$ cat src/rtl/fft_pkg_5.sv
// Shared definitions for the 8-point FFT front end.
//   DATA_W          : sample width, equal to the FFT input width
//   FFT_N           : FFT size / window length
//   FFT_LAT_DEFAULT : register stages inside the FFT pipeline
//   sample_t        : one audio sample (unsigned ADC code)
package fft_pkg_5;
   localparam int DATA_W          = 12;
   localparam int FFT_N           = 8;
   localparam int FFT_LAT_DEFAULT = 3;

   typedef logic [DATA_W-1:0] sample_t;
endpackage

$ cat src/rtl/fft_frame_buffer_5_valid_delay_line.sv
// valid_delay_line: delays a 1-bit strobe by DEPTH clock cycles.
// Each input pulse travels on its own, so back-to-back pulses stay
// separate. A synchronous reset flushes every pulse in flight.
//   clk  : clock
//   rst  : synchronous active-high reset
//   din  : strobe in
//   dout : strobe out, DEPTH cycles later
module valid_delay_line #(
   parameter int DEPTH = 3
) (
   input  logic clk,
   input  logic rst,
   input  logic din,
   output logic dout
);
   logic [DEPTH-1:0] sr;

   always_ff @(posedge clk) begin
      if (rst) begin
         sr <= '0;
      end else begin
         sr[0] <= din;
         for (int i = 1; i < DEPTH; i++) begin
            sr[i] <= sr[i-1];
         end
      end
   end

   assign dout = sr[DEPTH-1];
endmodule

$ cat src/rtl/fft_frame_buffer_5.sv
// fft_frame_buffer_5: builds sliding windows of N samples from a serial
// sample stream and presents each one to the FFT as stable parallel inputs.
// A new window is emitted every HOP accepted samples, after an initial fill
// of N samples.
//   clk, rst        : clock, synchronous active-high reset
//   flush           : drop the partial window and restart the fill
//   s_valid/s_ready : sample handshake; a sample is taken on a clock edge
//                     where both are high. s_ready only drops during reset.
//   s_data          : sample value
//   x_0 .. x_7      : held window, x_0 oldest, x_7 newest
//   frame_valid     : one-cycle pulse, a new window is on x_*
//   fft_out_valid   : frame_valid delayed by FFT_LAT cycles
//   frame_cnt       : emitted frames, modulo 256
module fft_frame_buffer_5 #(
   parameter int DATA_W  = fft_pkg_5::DATA_W,
   parameter int N       = fft_pkg_5::FFT_N,
   parameter int HOP     = 8,
   parameter int FFT_LAT = fft_pkg_5::FFT_LAT_DEFAULT
) (
   input  logic              clk,
   input  logic              rst,
   input  logic              flush,
   input  logic              s_valid,
   input  logic [DATA_W-1:0] s_data,
   output logic              s_ready,
   output logic [DATA_W-1:0] x_0,
   output logic [DATA_W-1:0] x_1,
   output logic [DATA_W-1:0] x_2,
   output logic [DATA_W-1:0] x_3,
   output logic [DATA_W-1:0] x_4,
   output logic [DATA_W-1:0] x_5,
   output logic [DATA_W-1:0] x_6,
   output logic [DATA_W-1:0] x_7,
   output logic              frame_valid,
   output logic              fft_out_valid,
   output logic [7:0]        frame_cnt
);
   import fft_pkg_5::*;

   localparam int CNT_W = $clog2(N + 1);

   localparam logic [0:0] ST_FILL = 1'b0;
   localparam logic [0:0] ST_RUN  = 1'b1;

   logic [0:0]        state;
   logic [CNT_W-1:0]  fill_cnt;
   logic [CNT_W-1:0]  hop_cnt;
   logic [DATA_W-1:0] win      [N];
   logic [DATA_W-1:0] next_win [N];
   logic [DATA_W-1:0] x_hold   [N];
   logic              accept;
   logic              emit;

   // Flush takes priority: a sample offered in the flush cycle is dropped.
   assign accept = s_valid && s_ready && !flush;

   // Window as it will look after this edge's accept; x_* are loaded from
   // this so the emitted frame includes the completing sample.
   always_comb begin
      for (int i = 0; i < N - 1; i++) begin
         next_win[i] = win[i+1];
      end
      next_win[N-1] = s_data;
   end

   always_comb begin
      emit = 1'b0;
      if (accept) begin
         if (state == ST_FILL) emit = (fill_cnt == CNT_W'(N - 1));
         else                  emit = (hop_cnt  == CNT_W'(HOP - 1));
      end
   end

   always_ff @(posedge clk) begin
      if (rst) begin
         state       <= ST_FILL;
         fill_cnt    <= '0;
         hop_cnt     <= '0;
         s_ready     <= 1'b0;
         frame_valid <= 1'b0;
         frame_cnt   <= '0;
         for (int i = 0; i < N; i++) begin
            win[i]    <= '0;
            x_hold[i] <= '0;
         end
      end else begin
         s_ready     <= 1'b1;
         frame_valid <= emit;

         if (flush) begin
            state    <= ST_FILL;
            fill_cnt <= '0;
            hop_cnt  <= '0;
         end else if (accept) begin
            win <= next_win;
            if (state == ST_FILL) begin
               if (fill_cnt == CNT_W'(N - 1)) begin
                  fill_cnt <= CNT_W'(N);
                  hop_cnt  <= '0;
                  state    <= ST_RUN;
               end else begin
                  fill_cnt <= fill_cnt + 1'b1;
               end
            end else begin
               if (hop_cnt == CNT_W'(HOP - 1)) hop_cnt <= '0;
               else                            hop_cnt <= hop_cnt + 1'b1;
            end
         end

         // Hold register only changes at emission, so the FFT sees a
         // stable window while its pipeline runs.
         if (emit) begin
            x_hold    <= next_win;
            frame_cnt <= frame_cnt + 8'd1;
         end
      end
   end

   // Flush does not touch this pipe: frames already emitted still signal.
   valid_delay_line #(
      .DEPTH (FFT_LAT)
   ) u_lat (
      .clk  (clk),
      .rst  (rst),
      .din  (frame_valid),
      .dout (fft_out_valid)
   );

   assign x_0 = x_hold[0];
   assign x_1 = x_hold[1];
   assign x_2 = x_hold[2];
   assign x_3 = x_hold[3];
   assign x_4 = x_hold[4];
   assign x_5 = x_hold[5];
   assign x_6 = x_hold[6];
   assign x_7 = x_hold[7];
endmodule

$ cat config.mk
export PLATFORM = sky130hd
export DESIGN_NAME = fft_frame_buffer_5
export DESIGN_NICKNAME = d
export VERILOG_FILES = /design/src/rtl/fft_pkg_5.sv /design/src/rtl/fft_frame_buffer_5_valid_delay_line.sv /design/src/rtl/fft_frame_buffer_5.sv
export SDC_FILE = /design/constraint.sdc
export NUM_CORES = 1
export LEC_CHECK = 0
export CAP_MARGIN = 20
export CORE_MARGIN = 2
export CORE_UTILIZATION = 55
export DETAILED_ROUTE_END_ITERATION = 10
export PLACE_DENSITY = 0.84
export SLEW_MARGIN = 25
export SYNTH_ARGS = -nofsm -noshare
export SYNTH_HDL_FRONTEND = slang
export SYNTH_SLANG_ARGS = --single-unit
$ cat constraint.sdc
create_clock -name clk -period 5.1 [get_ports clk]
set_input_delay 1.02 -clock clk [delete_from_list [all_inputs] [get_ports clk]]
set_output_delay 1.02 -clock clk [all_outputs]
set_load 0.03 [all_outputs]
-- Word level (Yosys, flattened, before mapping)
Cells that the tools add are included.
- eq/ne operators: 2
- bitwise gates (word level): 2
- reductions and logical operators: 8
- muxes and demuxes: 9
- add/sub/neg operators: 3
- operators with widths (cell ; number):
    4-bit 2-to-1 mux ; 4
    4-bit by 1-bit adder with 4-bit output, second input constant ; 2
    8-bit by 1-bit adder with 8-bit output, second input constant ; 1
    4-bit by 3-bit equality test with 1-bit output, second input constant ; 2
    2-bit AND reduction ; 3
    1-bit 2-to-1 mux ; 5
    1-bit logical AND ; 2
    1-bit NOT ; 2
    2-bit nonzero test ; 1
    2-bit OR reduction ; 1
    1-bit zero test ; 1
- output and inout bits: 107
- register bits after elaboration: 202
- input bits: 16

-- Logic depth before layout (Yosys ltp)
Gate-level depths: netlist (run 1).
- depth in word-level cells: 3
- mapped depth: 8
- mapped depth without buffers: 5

-- Hierarchy
A second synthesis (run 1) with hierarchy kept.
- cell total of the unflattened synthesis: 779
- area total of the unflattened synthesis: 7199.4 um^2
- by module, submodules not included (module ; sequential area each (um^2) ; cells an instance ; area an instance (um^2) ; times used):
    fft_frame_buffer_5 ; 3983.8 ; 773 ; 7120.6 ; 1
    valid_delay_line ; 60.1 ; 6 ; 78.8 ; 1

-- Worst setup path before layout (run 1)
OpenSTA, ideal clock, no wires.
- path type: in2reg
- start: input port flush
- end: register hop_cnt[1]
- cell stages on the path: 6
- slack: 2.993 ns
- setup time: 0.126 ns
- arrival: 1.981 ns
- data required time: 4.974 ns
- cell sequence: and3b_1 -> buf_2 -> buf_2 -> o21ai_0 -> a32oi_1 -> nor2_1
- word-level cells in the longest chain between the ends: 3
- elaborated cells on any way between the ends: 4
- classes of those cells: reduce/logical (4)
- ends and longest elaborated chain (element ; RTL line ; RTL):
    start, declared ; fft_frame_buffer_5.sv:22 ; input logic flush,
    1-bit zero test ; fft_frame_buffer_5.sv:55 ; assign accept = s_valid && s_ready && !flush;
    1-bit logical AND ; fft_frame_buffer_5.sv:55 ;
    2-bit AND reduction (no line) ; n/a ;
    end signal, assigned ; fft_frame_buffer_5.sv:106 ; else hop_cnt <= hop_cnt + 1'b1;
    end, declared ; fft_frame_buffer_5.sv:47 ; logic [CNT_W-1:0] hop_cnt;
Several ways; a longest one is shown, not always the timed one.
A chain may end at the register's enable or synchronous reset.

-- Worst setup path after layout (run 1)
Ends and elaborated chain as after synthesis.

==> metrics.txt, run 1 <==
peak supply drop 0.242 mV; Lkg Pwr 3.86 nW; Power Dens Cells 342 mW/mm^2; total grt overflow 0; CTS tree done; R2R depth 6; Clk network pwr share 46.6%; post-DR vias/cell 5.21; final wirelength 15.2 mm; post-CTS sizing 0; Core ar. 0.0127 mm^2; fin crit period 2.87 ns; # DRC 0; cell count after synthesis 780; min-delay worst type register to register; Seq pwr share 51.3%; hold depth 1; Initial Util 56.6%; number of iterations in the first detailed-routing pass 4; sw power 0.629 mW; clk_lat worst skew 0.47 ns; Clock Sinks 202; setup slack after layout 2.23 ns; final instance area 0.00906 mm^2; postcts setup bufs 0; final hold vios 0; pin count of the biggest net entering global routing 144; period utilisation layout 56.2%; Seq/Total Area, Yosys 56.2%; die width 118 um; total number of vias 5511; Gate power share 2.1%; setup TNS 0 ns; Antenna Nets Post-Route 0; WP data required 5.46 ns; die area 0.0140 mm^2; Final Setup Violations 0; RSZ-0062 raised after global routing no; gpl congestion 0.753; Final Max Slew Viols 0; dpl ws 1.82 ns; diode count 0; Die Ht 118 um; Clock Path Buffers 3; Final HPWL DP 9.38 mm; ratio of cells with drive above 1 in the final layout 4.40%; Avg WL per Cell 14.3 um; number of synthesized register bits 202; Iteration-0 DRC Markers 370; internal power 2.46 mW; Cell variety after synth 33; CTS H-tree depth 1; Global Route Usage Sum 21.2%; Syn Area/Cell 9.23 um^2; final core utilization 71.2%; status completed; io pins 123; slew margin rel. 28.9%; Critical Path Source Type input pin; Root Buffer clkbuf_16; FILL cells 999; Post-DP Area 0.00841 mm^2; Final nets 893; CTS buffer count 21; max_cap viols 0; post-synthesis net count 799; Worst-Margin Slew 1.07 ns; FP Rows 41; critical path class input pin to register; Highest Clock Rate 0.349 GHz; initial antenna violation count 0; clock skew 0.0115 ns; CP endpoint kind register; Port Buffers 122; first-pass GRT wire length 25.3 mm; Max FO, Critical Path 91; CTS Hold Bufs 0; vias in the first global route 5224; YS warnings 0; CP Data Arrival Time 3.22 ns; post-synth design cell area 0.00720 mm^2; area growth from synthesis to layout 25.8%; Reg clk slew, reported paths 0.06 ns; Sw Share 20.3%
## worst paths after layout
path,startpoint,end,slack (ns)
hold / removal,u_lat.sr[0]$_SDFF_PP0_,u_lat.sr[1]$_SDFF_PP0_,0.44
hold reg to reg,u_lat.sr[0]$_SDFF_PP0_,u_lat.sr[1]$_SDFF_PP0_,0.44
setup reg to reg,hop_cnt[0]$_SDFFE_PP0P_,x_6[4]$_SDFFE_PP0P_,2.41
setup / recovery,flush,hop_cnt[1]$_SDFFE_PP0P_,2.23
## sequential cells by signal (all words and copies together) (netlist names)
register / cells
x_5: 12
x_4: 12
fill_cnt: 4
s_ready: 1
x_6: 12
state: 1
frame_valid: 1
x_7: 12
x_0: 12
x_2: 12
u_lat.sr: 3
frame_cnt: 8
next_win: 84
x_1: 12
x_3: 12
hop_cnt: 4
## worst max-delay path: stages
cell and delay, ns:
clkdlybuf4s50_1 0.44, and3b_4 0.33, buf_4 0.72, o21ai_0 0.38, a32oi_1 0.27, nor2_1 0.06
## metal layers
metal / track usage [%] / vias to the layer above / part of all wire, %
li1: - / 2755 / -
met1: 27.7 / 2608 / 44
met2: 35.8 / 131 / 48
met3: 5.74 / 17 / 6.9
met4: 4.02 / 0 / 1.0
met5: 0 / - / 0
## cell families after synthesis
group           after synthesis  share of synthesized area, %
mux                          97                          13.5
flops                       202                          56.2
xor+xnor                      6                         0.730
buf+inv                      57                          4.05
fa+ha+maj                     3                         0.521
simple gates                308                          17.1
compound gates              107                          7.96
## final cells by class
| class | count | area (um^2) | share of cell area, % |
|---|---|---|---|
| flip-flops and latches | 202 | 4040 | 44.6 |
| multi-input cells | 521 | 2870 | 31.7 |
| repair buffers | 127 | 1270 | 14.0 |
| clock buffers | 31 | 603 | 6.66 |
| well taps | 172 | 215 | 2.38 |
| clock inverters | 4 | 48.8 | 0.539 |
| inverters | 1 | 3.75 | 0.0414 |
## cells in the mapped netlist, drive strengths merged
cell	count	area, um^2
or4	2	15.0
nor3b	3	22.5
nand3	2	10.0
nand3b	1	7.51
clkbuf	34	128
a32oi	2	17.5
ha	3	37.5
a21oi	91	455
nor2b	4	25.0
and3	3	18.8
nand2	176	661
mux2i	97	971
or2	1	6.26
xnor2	1	8.76
o211ai	4	30.0
inv	1	3.75
or3	2	12.5
and4bb	1	12.5
dfxtp	202	4040
nor2	109	409
and3b	2	17.5
nor3	1	5.00
a31oi	1	6.26
and4b	1	10.0
o21ai	6	41.3
buf	22	160
xor2	5	43.8
a211oi	1	7.51
o31ai	2	15.0
## per-stage QoR
stage | hold slack (ns) | cells | power, mW
3_5_place_dp | 0.426 | 1023 | 1.69
6_report | 0.440 | 1058 | 3.09
4_1_cts | 0.440 | 1058 | 3.12
5_1_grt | 0.461 | 1058 | 3.20
2_1_floorplan | 0.414 | 780 | 1.66
3_3_place_gp | 0.427 | 1023 | 1.69
## cells in the final DEF, fill, tap and decap left out, types with 2 or more instances in the layout
cell type and count:
a21oi_1 91, a32oi_1 2, and3_1 3, buf_4 4, clkbuf_1 6, clkbuf_16 21, clkbuf_8 4, clkdlybuf4s50_1 121
clkinv_2 2, dfxtp_1 202, ha_1 3, mux2i_1 97, nand2_1 176, nand3_1 2, nor2_1 109, nor2b_1 4
nor3b_1 3, o211ai_1 4, o21ai_0 5, o31ai_1 2, or3_1 2, or4_1 2, xor2_1 5
## power by group through the flow
stage	combinational [mW]	clock (mW)	sequential [mW]
floorplan	0.0419	0	1.62
detailed placement	0.0648	0	1.62
CTS	0.0649	1.47	1.59
global placement	0.0650	0	1.62
global route	0.0717	1.54	1.59
finish	0.0646	1.44	1.59
(Power assumes the default switching activity.)
==> run 2: changes to the inputs <==
--- a/config.mk
+++ b/config.mk
@@ -7,9 +7,9 @@
 export LEC_CHECK = 0
 export CAP_MARGIN = 20
 export CORE_MARGIN = 2
-export CORE_UTILIZATION = 55
+export CORE_UTILIZATION = 52
 export DETAILED_ROUTE_END_ITERATION = 10
-export PLACE_DENSITY = 0.84
+export PLACE_DENSITY = 0.81
 export SLEW_MARGIN = 25
 export SYNTH_ARGS = -nofsm -noshare
 export SYNTH_HDL_FRONTEND = slang
==> constraint.sdc (replaced) <==
create_clock -name clk -period 3 [get_ports clk]
set_input_delay 0.6 -clock clk [delete_from_list [all_inputs] [get_ports clk]]
set_output_delay 0.6 -clock clk [all_outputs]
set_load 0.03 [all_outputs]
==> run 2 against run 1 <==
Effect of this change:
- via count is 0.96% lower
- global-route usage is 1.3 points lower
- count of clock-buffer cells in the layout is 1 lower
- register-to-register slack worse by 1.6 ns
- power is 65% higher
- clock skew hardly changed
- utilization is 5.0 points lower
- sequential power is 70% higher
- largest cell class unchanged
- largest power group unchanged
==> metrics.txt, run 2 (same netlist as run 1, synthesis figures left out) <==
slew margin rel. 64.3% (+35 points); max FFs per register 84 (unchanged); initial antenna violation count 0 (unchanged); Global Route Usage Sum 19.9% (-1.3 points); Sw Share 20.4% (+0.081 points); number of iterations in the first detailed-routing pass 4 (unchanged); Hold Crit Start u_lat.sr[1]$_SDFF_PP0_; internal power 4.05 mW (+64%); final core utilization 66.2% (-5.0 points); setup slack after layout 0.812 ns (-1.42 ns); Avg WL per Cell 13.9 um (-3.0%); Power Dens Cells 561 mW/mm^2 (+64%); met1 Use GR 27.0% (-0.61 points); critical path cell sequence clkdlybuf4s50_1; io pins 123 (unchanged); total grt overflow 0 (unchanged); Clk network pwr share 44.8% (-1.8 points); M3 GR Usage 4.12% (-1.6 points); Final HPWL DP 9.59 mm (+2.3%); Clock Path Buffers 3 (unchanged); Critical Path Source Type register; peak supply drop 0.333 mV (+37%); R2R Path Start state$_SDFFE_PP0P_; met2 Track Usage GR 32.7% (-3.0 points); Gate power share 2.3% (+0.2 points); Initial Util 52.5% (-4.1 points); clk_lat worst skew 0.48 ns (about the same); CP max stage delay 0.74 ns (+0.02 ns); non-filler instance count after layout 1070 (+1.1%); hold depth 1 (unchanged); R2R depth 5 (-1); final instance area 0.00908 mm^2 (+0.29%); Core ar. 0.0137 mm^2 (+7.8%); total number of vias 5458 (-0.96%); worst hold slack 0.428 ns (-0.0123 ns); Post-DP Area 0.00849 mm^2 (+0.95%); Final nets 899 (+0.67%); Root Buffer clkbuf_16; Antenna Nets Post-Route 0 (unchanged); pin count of the biggest net entering global routing 74 (-49%); Crit path max-delay family buffers and inverters; min-delay worst type register to register; WHS Endpoint u_lat.sr[2]$_SDFF_PP0_; final wirelength 14.9 mm (-1.9%); final hold vios 0 (unchanged); max_cap viols 0 (unchanged); Reg clk slew, reported paths 0.05 ns (about the same); Port Buffers 122 (unchanged); post-DR vias/cell 5.10 (-2.1%); CP endpoint kind output port; Lkg Pwr 3.87 nW (+0.28%); Tot Pwr 5.10 mW (+65%); fin crit period 2.19 ns; setup TNS 0 ns (unchanged); die area 0.0148 mm^2 (+5.6%); Final Max Slew Viols 0 (unchanged); die width 122 um (+2.7%); Clock Sinks 202 (unchanged); # DRC 0 (unchanged); Iteration-0 DRC Markers 311 (-16%); Seq pwr share 52.9% (+1.6 points); Worst-Margin Slew 0.534 ns (-0.533 ns); clock skew 0.0114 ns (-0.000142 ns); R2R Setup Slk 0.82 ns (-1.59 ns); Max FO, Critical Path 4 (-96%); critical path class register to output port; post-CTS sizing 0 (unchanged); worst r2r dst x_5[6]$_SDFFE_PP0P_; global route hottest layer met2; CTS Hold Bufs 0 (unchanged); Die Ht 122 um (+2.7%); ratio of cells with drive above 1 in the final layout 4.72% (+0.32 points); CP Data Arrival Time 1.59 ns (-1.63 ns); CTS H-tree depth 1 (unchanged); sw power 1.04 mW (+65%); CTS tree done; RSZ-0062 raised after global routing no; WP data required 2.40 ns (-3.06 ns); dpl ws 0.503 ns (-1.32 ns); most frequent cells in the layout dfxtp_1, nand2_1, clkdlybuf4s50_1, nor2_1, mux2i_1; placed cells 1037 (+1.4%); most common cell after layout, fill and taps aside dfxtp_1; CP max-delay cell clkdlybuf4s50_1; diode count 0 (unchanged); CTS buffer count 21 (unchanged); period utilisation layout 72.9%; postcts setup bufs 0 (unchanged); CP bufs+invs 1 (-1); status completed; area growth from synthesis to layout 26.1%; gpl congestion 0.769 (+2.1%); FP Rows 43 (+4.9%); Final Setup Violations 0 (unchanged); vias in the first global route 5124 (-1.9%); Highest Clock Rate 0.457 GHz; first-pass GRT wire length 24.5 mm (-3.2%)
[run 2: cell count changes in the layout (fill, tap and decap cells not counted)]
| cell | change |
|---|---|
| buf_12 | +2 |
| buf_4 | +4 |
| clkinv_4 | +1 |
| inv_6 | -1 |
| bufinv_16 | -1 |
| clkbuf_8 | -2 |
| clkbuf_1 | +1 |
[run 2: worst max-delay path by stage]
| stage | start | endpoint | cells past startpoint |
|---|---|---|---|
| detailed placement | flush | frame_cnt[5]$_SDFFE_PP0P_ | 5 |
| CTS | s_ready$_DFF_P_ | s_ready | 1 |
| global route | state$_SDFFE_PP0P_ | x_4[5]$_SDFFE_PP0P_ | 5 |
| floorplan | hop_cnt[0]$_SDFFE_PP0P_ | x_0[0]$_SDFFE_PP0P_ | 8 |
| finish | s_ready$_DFF_P_ | s_ready | 1 |
| global placement | flush | frame_cnt[6]$_SDFFE_PP0P_ | 5 |
[run 2: routing by layer]
layer	part of all wire, %	vias up	wire (um)
li1	-	2771	-
met1	46	2558	6780
met2	49	111	7230
met3	4.5	18	676
met4	1.4	0	206
met5	0	-	0
[run 2: area by class of cell]
class,count,area (um^2)
Fill cell,1125,4640
Sequential cell,202,4040
Multi-Input combinational cell,521,2870
Timing Repair Buffer,133,1340
Clock buffer,30,579
Tap cell,180,225
Clock inverter,3,18.8
Inverter,1,3.75
[run 2: power by group through the flow]
stage                     clock network (mW)  logic (mW)  registers, mW
after floorplan                            0      0.0713           2.75
after global placement                     0       0.118           2.76
after detailed placement                   0       0.117           2.76
after CTS                               2.34       0.118           2.70
after global routing                    2.44       0.129           2.70
final                                   2.28       0.117           2.70
